===== config.mk =====
export PLATFORM = sky130hd
export DESIGN_NAME = dmem_arbiter_flat
export DESIGN_NICKNAME = d
export VERILOG_FILES = /design/src/rtl/dmem_arbiter_if.sv /design/src/rtl/dmem_arbiter.sv /design/src/flat_wrapper.sv
export SDC_FILE = /design/constraint.sdc
export NUM_CORES = 1
export LEC_CHECK = 0
export CAP_MARGIN = 20
export CORE_AREA = 2 2 88 90
export CTS_BUF_LIST = sky130_fd_sc_hd__clkbuf_8 sky130_fd_sc_hd__clkbuf_16
export DETAILED_ROUTE_END_ITERATION = 12
export DIE_AREA = 0 0 90 92
export PLACE_DENSITY_LB_ADDON = 0.15
export SKIP_CTS_REPAIR_TIMING = 1
export SYNTH_ARGS = -nofsm -noshare
export SYNTH_HDL_FRONTEND = slang
export SYNTH_SLANG_ARGS = --single-unit
export TNS_END_PERCENT = 20

===== constraint.sdc =====
create_clock -name clk -period 1.36 [get_ports clk]
set_clock_uncertainty 0.1 [all_clocks]
set_input_delay 0.34 -clock clk [delete_from_list [all_inputs] [get_ports clk]]
set_output_delay 0.34 -clock clk [all_outputs]
set_load 0.02 [all_outputs]

===== src/rtl/dmem_arbiter_if.sv =====
// dmem_arbiter_if: request/response and memory-side bundle for dmem_arbiter.
//   slave  modport: arbiter view (takes requests and mem_rdata, drives
//                   ready/rvalid/rdata, the memory command and busy)
//   master modport: environment view (requesters plus the memory array)
// Signals:
//   pN_valid/pN_we/pN_addr/pN_wdata  request from port N (N = 0 LSU, 1 loader)
//   pN_ready                         grant this cycle
//   pN_rvalid/pN_rdata               read response, one cycle after grant
//   mem_we/mem_addr/mem_wdata        memory command (combinational)
//   mem_rdata                        registered memory read data
//   busy                             a read response is pending
interface dmem_arbiter_if #(
    parameter int unsigned DATA_W = 32,
    parameter int unsigned ADDR_W = 7
);
    logic              p0_valid;
    logic              p0_ready;
    logic              p0_we;
    logic [ADDR_W-1:0] p0_addr;
    logic [DATA_W-1:0] p0_wdata;
    logic              p0_rvalid;
    logic [DATA_W-1:0] p0_rdata;

    logic              p1_valid;
    logic              p1_ready;
    logic              p1_we;
    logic [ADDR_W-1:0] p1_addr;
    logic [DATA_W-1:0] p1_wdata;
    logic              p1_rvalid;
    logic [DATA_W-1:0] p1_rdata;

    logic              mem_we;
    logic [ADDR_W-1:0] mem_addr;
    logic [DATA_W-1:0] mem_wdata;
    logic [DATA_W-1:0] mem_rdata;

    logic              busy;

    modport slave (
        input  p0_valid, p0_we, p0_addr, p0_wdata,
        input  p1_valid, p1_we, p1_addr, p1_wdata,
        input  mem_rdata,
        output p0_ready, p0_rvalid, p0_rdata,
        output p1_ready, p1_rvalid, p1_rdata,
        output mem_we, mem_addr, mem_wdata,
        output busy
    );

    modport master (
        output p0_valid, p0_we, p0_addr, p0_wdata,
        output p1_valid, p1_we, p1_addr, p1_wdata,
        output mem_rdata,
        input  p0_ready, p0_rvalid, p0_rdata,
        input  p1_ready, p1_rvalid, p1_rdata,
        input  mem_we, mem_addr, mem_wdata,
        input  busy
    );
endinterface


===== src/rtl/dmem_arbiter.sv =====
// dmem_arbiter: two-requester arbiter / access sequencer for the 128 x 32
// single-port data memory. Port 0 is the CPU load/store unit, port 1 the
// debug/DMA loader. At most one access is granted per cycle; the memory
// command is driven combinationally from the granted port and synchronous
// read data is routed back to the requester of the read one cycle later.
//
// Ports:
//   clk    rising-edge clock
//   rst_n  asynchronous active-low reset
//   bus    dmem_arbiter_if.slave (requests, responses, memory command, busy)
//
// Build option:
//   DMEM_ARB_RR_EN  defined   -> round-robin on conflict (loser of the last
//                                grant wins; port 0 first after reset)
//                   undefined -> fixed priority, port 0 wins on conflict
module dmem_arbiter #(
    parameter int unsigned DATA_W = 32,
    parameter int unsigned ADDR_W = 7
) (
    input  logic           clk,
    input  logic           rst_n,
    dmem_arbiter_if.slave  bus
);

`ifdef DMEM_ARB_RR_EN
    localparam bit RR_EN = 1'b1;
`else
    localparam bit RR_EN = 1'b0;
`endif

    logic rd_pend_q,    rd_pend_d;
    logic rd_port_q,    rd_port_d;
    logic last_grant_q, last_grant_d;

    logic              gnt0;
    logic              gnt1;
    logic              gnt_any;
    logic              pick_p1;
    logic              mem_we_c;
    logic [ADDR_W-1:0] mem_addr_c;
    logic [DATA_W-1:0] mem_wdata_c;
    logic              rvalid0;
    logic              rvalid1;

    // last_grant is tracked in both builds; only round-robin consults it.
    assign pick_p1 = RR_EN ? ~last_grant_q : 1'b0;

    always_comb begin
        gnt0 = 1'b0;
        gnt1 = 1'b0;
        if (bus.p0_valid && bus.p1_valid) begin
            gnt1 = pick_p1;
            gnt0 = ~pick_p1;
        end else begin
            gnt0 = bus.p0_valid;
            gnt1 = bus.p1_valid;
        end
    end

    assign gnt_any = gnt0 | gnt1;

    always_comb begin
        mem_we_c    = 1'b0;
        mem_addr_c  = '0;
        mem_wdata_c = '0;
        if (gnt0) begin
            mem_we_c    = bus.p0_we;
            mem_addr_c  = bus.p0_addr;
            mem_wdata_c = bus.p0_wdata;
        end else if (gnt1) begin
            mem_we_c    = bus.p1_we;
            mem_addr_c  = bus.p1_addr;
            mem_wdata_c = bus.p1_wdata;
        end
    end

    always_comb begin
        rd_pend_d    = gnt_any & ~mem_we_c;
        rd_port_d    = rd_port_q;
        last_grant_d = last_grant_q;
        if (gnt_any) begin
            last_grant_d = gnt1;
            if (!mem_we_c) begin
                rd_port_d = gnt1;
            end
        end
    end

    always_ff @(posedge clk or negedge rst_n) begin
        if (!rst_n) begin
            rd_pend_q    <= 1'b0;
            rd_port_q    <= 1'b0;
            last_grant_q <= 1'b1;
        end else begin
            rd_pend_q    <= rd_pend_d;
            rd_port_q    <= rd_port_d;
            last_grant_q <= last_grant_d;
        end
    end

    assign rvalid0 = rd_pend_q & ~rd_port_q;
    assign rvalid1 = rd_pend_q &  rd_port_q;

    assign bus.p0_ready  = gnt0;
    assign bus.p1_ready  = gnt1;
    assign bus.mem_we    = mem_we_c;
    assign bus.mem_addr  = mem_addr_c;
    assign bus.mem_wdata = mem_wdata_c;
    assign bus.p0_rvalid = rvalid0;
    assign bus.p1_rvalid = rvalid1;
    assign bus.p0_rdata  = rvalid0 ? bus.mem_rdata : '0;
    assign bus.p1_rdata  = rvalid1 ? bus.mem_rdata : '0;
    assign bus.busy      = rd_pend_q;

endmodule


===== src/flat_wrapper.sv =====
// flat-port wrapper written by rule: the top's interface ports become plain ports
module dmem_arbiter_flat 
#(
    parameter int unsigned DATA_W = 32,
    parameter int unsigned ADDR_W = 7
)
  (clk, rst_n, bus_p0_valid, bus_p0_we, bus_p0_addr, bus_p0_wdata, bus_p1_valid, bus_p1_we, bus_p1_addr, bus_p1_wdata, bus_mem_rdata, bus_p0_ready, bus_p0_rvalid, bus_p0_rdata, bus_p1_ready, bus_p1_rvalid, bus_p1_rdata, bus_mem_we, bus_mem_addr, bus_mem_wdata, bus_busy);
  dmem_arbiter_if #(.DATA_W(DATA_W), .ADDR_W(ADDR_W)) bus_i ();
  input  logic clk;
  input  logic rst_n;
  input wire logic [$bits(bus_i.p0_valid)-1:0] bus_p0_valid;
  input wire logic [$bits(bus_i.p0_we)-1:0] bus_p0_we;
  input wire logic [$bits(bus_i.p0_addr)-1:0] bus_p0_addr;
  input wire logic [$bits(bus_i.p0_wdata)-1:0] bus_p0_wdata;
  input wire logic [$bits(bus_i.p1_valid)-1:0] bus_p1_valid;
  input wire logic [$bits(bus_i.p1_we)-1:0] bus_p1_we;
  input wire logic [$bits(bus_i.p1_addr)-1:0] bus_p1_addr;
  input wire logic [$bits(bus_i.p1_wdata)-1:0] bus_p1_wdata;
  input wire logic [$bits(bus_i.mem_rdata)-1:0] bus_mem_rdata;
  output wire logic [$bits(bus_i.p0_ready)-1:0] bus_p0_ready;
  output wire logic [$bits(bus_i.p0_rvalid)-1:0] bus_p0_rvalid;
  output wire logic [$bits(bus_i.p0_rdata)-1:0] bus_p0_rdata;
  output wire logic [$bits(bus_i.p1_ready)-1:0] bus_p1_ready;
  output wire logic [$bits(bus_i.p1_rvalid)-1:0] bus_p1_rvalid;
  output wire logic [$bits(bus_i.p1_rdata)-1:0] bus_p1_rdata;
  output wire logic [$bits(bus_i.mem_we)-1:0] bus_mem_we;
  output wire logic [$bits(bus_i.mem_addr)-1:0] bus_mem_addr;
  output wire logic [$bits(bus_i.mem_wdata)-1:0] bus_mem_wdata;
  output wire logic [$bits(bus_i.busy)-1:0] bus_busy;
  assign bus_i.p0_valid = bus_p0_valid;
  assign bus_i.p0_we = bus_p0_we;
  assign bus_i.p0_addr = bus_p0_addr;
  assign bus_i.p0_wdata = bus_p0_wdata;
  assign bus_i.p1_valid = bus_p1_valid;
  assign bus_i.p1_we = bus_p1_we;
  assign bus_i.p1_addr = bus_p1_addr;
  assign bus_i.p1_wdata = bus_p1_wdata;
  assign bus_i.mem_rdata = bus_mem_rdata;
  assign bus_p0_ready = bus_i.p0_ready;
  assign bus_p0_rvalid = bus_i.p0_rvalid;
  assign bus_p0_rdata = bus_i.p0_rdata;
  assign bus_p1_ready = bus_i.p1_ready;
  assign bus_p1_rvalid = bus_i.p1_rvalid;
  assign bus_p1_rdata = bus_i.p1_rdata;
  assign bus_mem_we = bus_i.mem_we;
  assign bus_mem_addr = bus_i.mem_addr;
  assign bus_mem_wdata = bus_i.mem_wdata;
  assign bus_busy = bus_i.busy;
  dmem_arbiter #(.DATA_W(DATA_W), .ADDR_W(ADDR_W)) u_core (.clk(clk), .rst_n(rst_n), .bus(bus_i));
endmodule

==> results of run 1 <==
-- routing by layer --
layer | track usage [%] | wire, um | up-vias
met5 | 0 | 0 | -
met4 | 1.923 | 46 | 0
met3 | 4.519 | 715 | 4
met2 | 26.44 | 3568 | 138
met1 | 15.56 | 2738 | 880
li1 | - | - | 966
-- Yosys cell counts --
library cell	n
a22o_1	40
and2_1	33
and3_1	32
buf_6	9
buf_2	4
clkbuf_1	4
clkbuf_2	3
dfrtp_1	2
nor2b_4	2
a21boi_0	1
a21oi_1	1
inv_1	1
mux2i_1	1
nand2b_1	1
-- through the flow --
step	utilization [%]	worst slack (ns)	setup TNS, ns
floorplan	-	-0.08831	-4.411
global placement	51.04	-1.064	-84.74
detailed placement	51.04	-1.070	-85.36
CTS	51.65	-1.069	-93.99
global route	53.68	-0.3859	-33.93
finish	53.68	-0.3334	-29.72
-- final timing paths --
| kind | endpoint | slack [ns] | depth (start not counted) |
|---|---|---|---|
| worst max register to register | u_core.rd_port_q | 0.39 | 3 |
| min in group clk | u_core.bus.busy | 0.42 | 3 |
| worst max-delay path | bus_p0_rdata[9] | -0.33 | 4 |
| worst min-delay path | u_core.bus.busy | 0.19 | 1 |
| worst min register to register | u_core.rd_port_q | 0.59 | 3 |
| max in group asynchronous | u_core.bus.busy | 0.84 | 1 |
-- report_power, final --
group	internal, W	switching [W]
logic	0.000929	0.000623
registers	0.0000656	0.00000566
clock network	0.000191	0.0000504
-- flip-flops by register name, indices dropped and copies added (netlist names) --
name,cells
u_core.bus.busy,1
u_core.rd_port_q,1
-- area by class of cell --
type,instances,area (sq um),share of cell area [%]
clock buffers,3,41.29,1.033
well taps,102,127.6,3.192
multi-input cells,111,1216,30.42
flip-flops and latches,2,51.30,1.283
repair buffers,248,2554,63.88
inverters,1,3.754,0.09390
clock inverters,1,3.754,0.09390
-- logic make-up (layout without fill, tap and decap cells) --
group	after synthesis	in the layout	share of synthesized area [%]
DFF	2	2	4.914
AOI/OAI and AO/OA	42	42	35.63
and+or+nand+nor	68	68	43.24
muxes	1	1	0.9828
buffers and inverters	21	253	15.23
-- critical path, cell delays in order, from the launching register on --
cell and delay (ns):
dfrtp_2 0.40, nor2b_4 0.14, buf_12 0.15, and2_2 0.19, buf_4 0.15
==> reports/qor.yml, run 1 <==
fill_cells: 713
core.rowCount: 32
fin_area_sq_um: 3998
dr.first_iter.drc_count: 3
leakage_nw: 2.193
finalSetupViolations: 109
die_x_um: 90
cts.sinks: 2
postPlaceCellArea_sq_um: 3801
clk-insertion-delay-late_ns: 0.21
grt_pass1_wl_um: 9660
hold_viol: 0
start_util_pct: 13.68
rr_startpoint: "u_core.rd_port_q"
ys_seq_area_share_pct: 4.914
h-tree-depth: 1
crit_path_start_kind: "flop"
path_clk_slew_ns: 0.03
instances_no_fill: 468
clk_path_buf_depth: 2
cp.arrival_ns: 1.25
syn2layout_area_growth_pct: 292.5
yosysWarnings: 0
syn_avg_cell_area_sq_um: 7.601
die_h_um: 92
dp_hpwl_um: 5487
antennaDiodeCount: 0
ios: 225
ys_types: 14
worst-setup-path-type: "reg2out"
cts-buffers-inserted: 3
whs_ns: 0.1879
synthCells: 134
final_common_cell: "clkdlybuf4s50_1"
maxCapViolCount: 0
ys_ff_latch: 2
drtPass1Iterations: 3
cts_tree: "built"
grt_pass1_vias: 1918
syn_area_sq_um: 1018
max_freq_mhz: 590.5
grt_overflow: 0
place_congestion: 0.7548
power.density_nw_per_um2: 466.5
wl_um: 7068
critPathRequiredTime_ns: 0.92
dieArea_sq_um: 8280
status: "finished with violations"
via_per_inst: 4.248
min_period_ns: 1.693
syn-num-nets: 250
fin_crit_sh_pct: 124.5
grt_max_degree: 44
hold_class: "in2async"
finalMaxSlewViolations: 0
drive_above_1_share_pct: 56.83
finalPower_w: 0.001865
rsz0062_at_grt: "yes"
ant_nets: 0
drc: 0
cts_root_buffer: "clkbuf_8"
startpoint: "u_core.bus.busy"
final_nets: 483
synth_area_leaders: "a22o_1 (34%), and2_1 (20%), and3_1 (20%)"
drt-wirelength-per-cell_um: 15.10
antenna_found_initial: 0
coreArea_sq_um: 7447
layout_common_cells: "clkdlybuf4s50_1 (90), buf_6 (75), a22o_4 (39)"
violations: "negative setup slack"
setup.worst_path.end_class: "output pin"
yosysTopAreaCellShare_pct: 34.40
worstMarginPinSlew_ns: 0.2439
setup_ws_ns: -0.3334
critPathMaxFanout: 23
yosys.area.top_type: "a22o_1"
track_usage_pct: 13.98
vias: 1988
vdd_drop_max_v: 0.0002124
slew_headroom_pct: 83.70
io_buffers: 224
dp.cells: 452
Note: power is estimated with default switching activity, not from simulation.
==> run 2: changes to the inputs <==
--- a/config.mk
+++ b/config.mk
@@ -12,6 +12,7 @@
 export DIE_AREA = 0 0 90 92
 export PLACE_DENSITY_LB_ADDON = 0.15
 export SKIP_CTS_REPAIR_TIMING = 1
+export SLEW_MARGIN = 20
 export SYNTH_ARGS = -nofsm -noshare
 export SYNTH_HDL_FRONTEND = slang
 export SYNTH_SLANG_ARGS = --single-unit
==> results of run 2 <==
The final DEF is identical to that of run 1; final timing and power are the same.
==> run 3: changes to the inputs <==
--- a/config.mk
+++ b/config.mk
@@ -5,11 +5,12 @@
 export SDC_FILE = /design/constraint.sdc
 export NUM_CORES = 1
 export LEC_CHECK = 0
+export ABC_AREA = 1
 export CAP_MARGIN = 20
-export CORE_AREA = 2 2 88 90
+export CORE_AREA = 2 2 87 89
 export CTS_BUF_LIST = sky130_fd_sc_hd__clkbuf_8 sky130_fd_sc_hd__clkbuf_16
 export DETAILED_ROUTE_END_ITERATION = 12
-export DIE_AREA = 0 0 90 92
+export DIE_AREA = 0 0 89 91
 export PLACE_DENSITY_LB_ADDON = 0.15
 export SKIP_CTS_REPAIR_TIMING = 1
 export SLEW_MARGIN = 20
==> reports/qor.yml, run 3 <==
cts_root_buffer: "clkbuf_8"
place_congestion: 0.8208
switching_share_pct: 43.13
ys_seq_area_share_pct: 4.556
clk_path_buf_depth: 2
drc: 0
coreArea_sq_um: 7137
cp.arrival_ns: 1.21
synth_area_leaders: "nand2_1 (29%), nor2_1 (22%), nand3_1 (19%)"
slew_headroom_pct: 84.55
drt-wirelength-per-cell_um: 14.20
cts.sinks: 2
p_clk_share_pct: 12.5
syn_area_sq_um: 1099
antennaDiodeCount: 0
yosysWarnings: 0
power.density_nw_per_um2: 432.8
max_freq_mhz: 606.8
start_util_pct: 15.39
synthCells: 254
maxCapViolCount: 0
min_period_ns: 1.648
layout_common_cells: "buf_6 (78), clkdlybuf4s50_1 (67), nand2_1 (63)"
setup.worst_path.end_class: "output pin"
rr_endpoint: "u_core.rd_port_q"
finalMaxSlewViolations: 0
yosysTopAreaCellShare_pct: 29.38
path_clk_slew_ns: 0.03
power_frac_seq_pct: 3.9
finalSetupViolations: 104
final_common_cell: "buf_6"
fin_crit_sh_pct: 121.2
rr_startpoint: "u_core.rd_port_q"
core.rowCount: 31
dp_hpwl_um: 5723
ys.flop_type: "dfrtp_1"
syn2layout_area_growth_pct: 310.6
grt_pass1_vias: 2221
h-tree-depth: 1
grt_overflow: 0
wl_um: 8378
drive_above_1_share_pct: 51.12
io_buffers: 224
die_x_um: 89
dieArea_sq_um: 8099
status: "finished with violations"
antenna_found_initial: 0
yosys.area.top_type: "nand2_1"
critPathMaxFanout: 14
worst-setup-path-type: "reg2out"
critPathRequiredTime_ns: 0.92
via_per_inst: 4.198
hold_class: "in2async"
ant_nets: 0
ys_types: 10
grt_pass1_wl_um: 10020
setup_ws_ns: -0.2880
track_usage_pct: 15.18
clk-insertion-delay-late_ns: 0.21
post-place-ws_ns: -1.007
vdd_drop_max_v: 0.0002006
grt_max_degree: 44
worstMarginPinSlew_ns: 0.2314
ios: 225
ys_async_sr_fraction_pct: 100.0
p_switching_w: 0.0008420
rsz0062_at_grt: "yes"
final_nets: 608
yosys-top-cells-count: "nand2_1 (86), nor2_1 (65), nand3_1 (41), inv_1 (38), buf_2 (12)"
drtPass1Iterations: 4
die_h_um: 91
vias: 2477
timing.reg2reg.setup_slack_ns: 0.49
cts_tree: "built"
hold_viol: 0
yosysMostFrequentCell: "nand2_1"
intPower_w: 0.001110
cts-buffers-inserted: 3
synth_edf_count: 0
comb_power_share_pct: 83.6
violations: "negative setup slack"
leakage_nw: 2.571
syn-num-nets: 370
syn_avg_cell_area_sq_um: 4.325
ff2ff_path_depth: 3
dr.first_iter.drc_count: 23
fin_util_pct: 63.20
ys_ff_latch: 2
crit_path_start_kind: "flop"
## run 3: layout make-up
| cell class | instances | area, sq um |
|---|---|---|
| Clock buffer | 3 | 41.29 |
| Multi-Input combinational cell | 192 | 1280 |
| Fill cell | 629 | 2626 |
| Timing Repair Buffer | 253 | 2835 |
| Timing Repair inverter | 1 | 16.27 |
| Clock inverter | 1 | 3.754 |
| Tap cell | 99 | 123.9 |
| Sequential cell | 2 | 51.30 |
| Inverter | 39 | 158.9 |
## run 3: per-layer routing
layer	vias to the layer above	global-route usage, %	routed length [um]
met5	-	0	0
met4	0	3.234	88
met3	7	5.000	898
met2	143	29.04	4624
met1	1103	15.56	2767
li1	1224	-	-
## run 3: kinds of logic after synthesis
family        synth area share (%)
flops                        4.556
simple gates                 70.27
buf+inv                      25.17
## run 3: worst max path at each step
| stage | start | end | depth (start not counted) |
|---|---|---|---|
| finish | u_core.rd_port_q | bus_p0_rdata[15] | 5 |
| global route | u_core.rd_port_q | bus_p0_rdata[1] | 5 |
| CTS | bus_p0_valid | bus_mem_wdata[5] | 5 |
| detailed placement | bus_p0_valid | bus_mem_wdata[26] | 5 |
| global placement | bus_p0_valid | bus_mem_wdata[6] | 5 |
| floorplan | bus_p1_valid | bus_p1_ready | 4 |
## run 3: metrics by stage
step | area [sq um] | hold slack [ns] | std cells | TNS (ns) | power (W)
CTS | 3901 | 0.1873 | 578 | -88.35 | 0.001776
floorplan | 1435 | -0.05559 | 254 | -1.064 | 0.0007174
detailed placement | 3856 | 0.4132 | 574 | -84.62 | 0.001521
global route | 4511 | 0.1892 | 590 | -23.57 | 0.002070
global placement | 3856 | 0.4112 | 574 | -83.88 | 0.001513
finish | 4511 | 0.1887 | 590 | -18.76 | 0.001952
## run 3: power by group through the flow
stage	Combinational [W]	Sequential, W	Clock (W)
after detailed placement	0.00145	0.0000751	0
final	0.00163	0.0000759	0.000243
after global placement	0.00144	0.0000747	0
after floorplan	0.000643	0.0000744	0
after CTS	0.00145	0.0000746	0.000251
after global routing	0.00173	0.0000766	0.000265
## run 3: critical path: stages, from the launching register on
cell and delay (ns):
dfrtp_1 0.41, inv_2 0.09, nand2_4 0.08, buf_12 0.16
nor2_2 0.12, buf_6 0.13
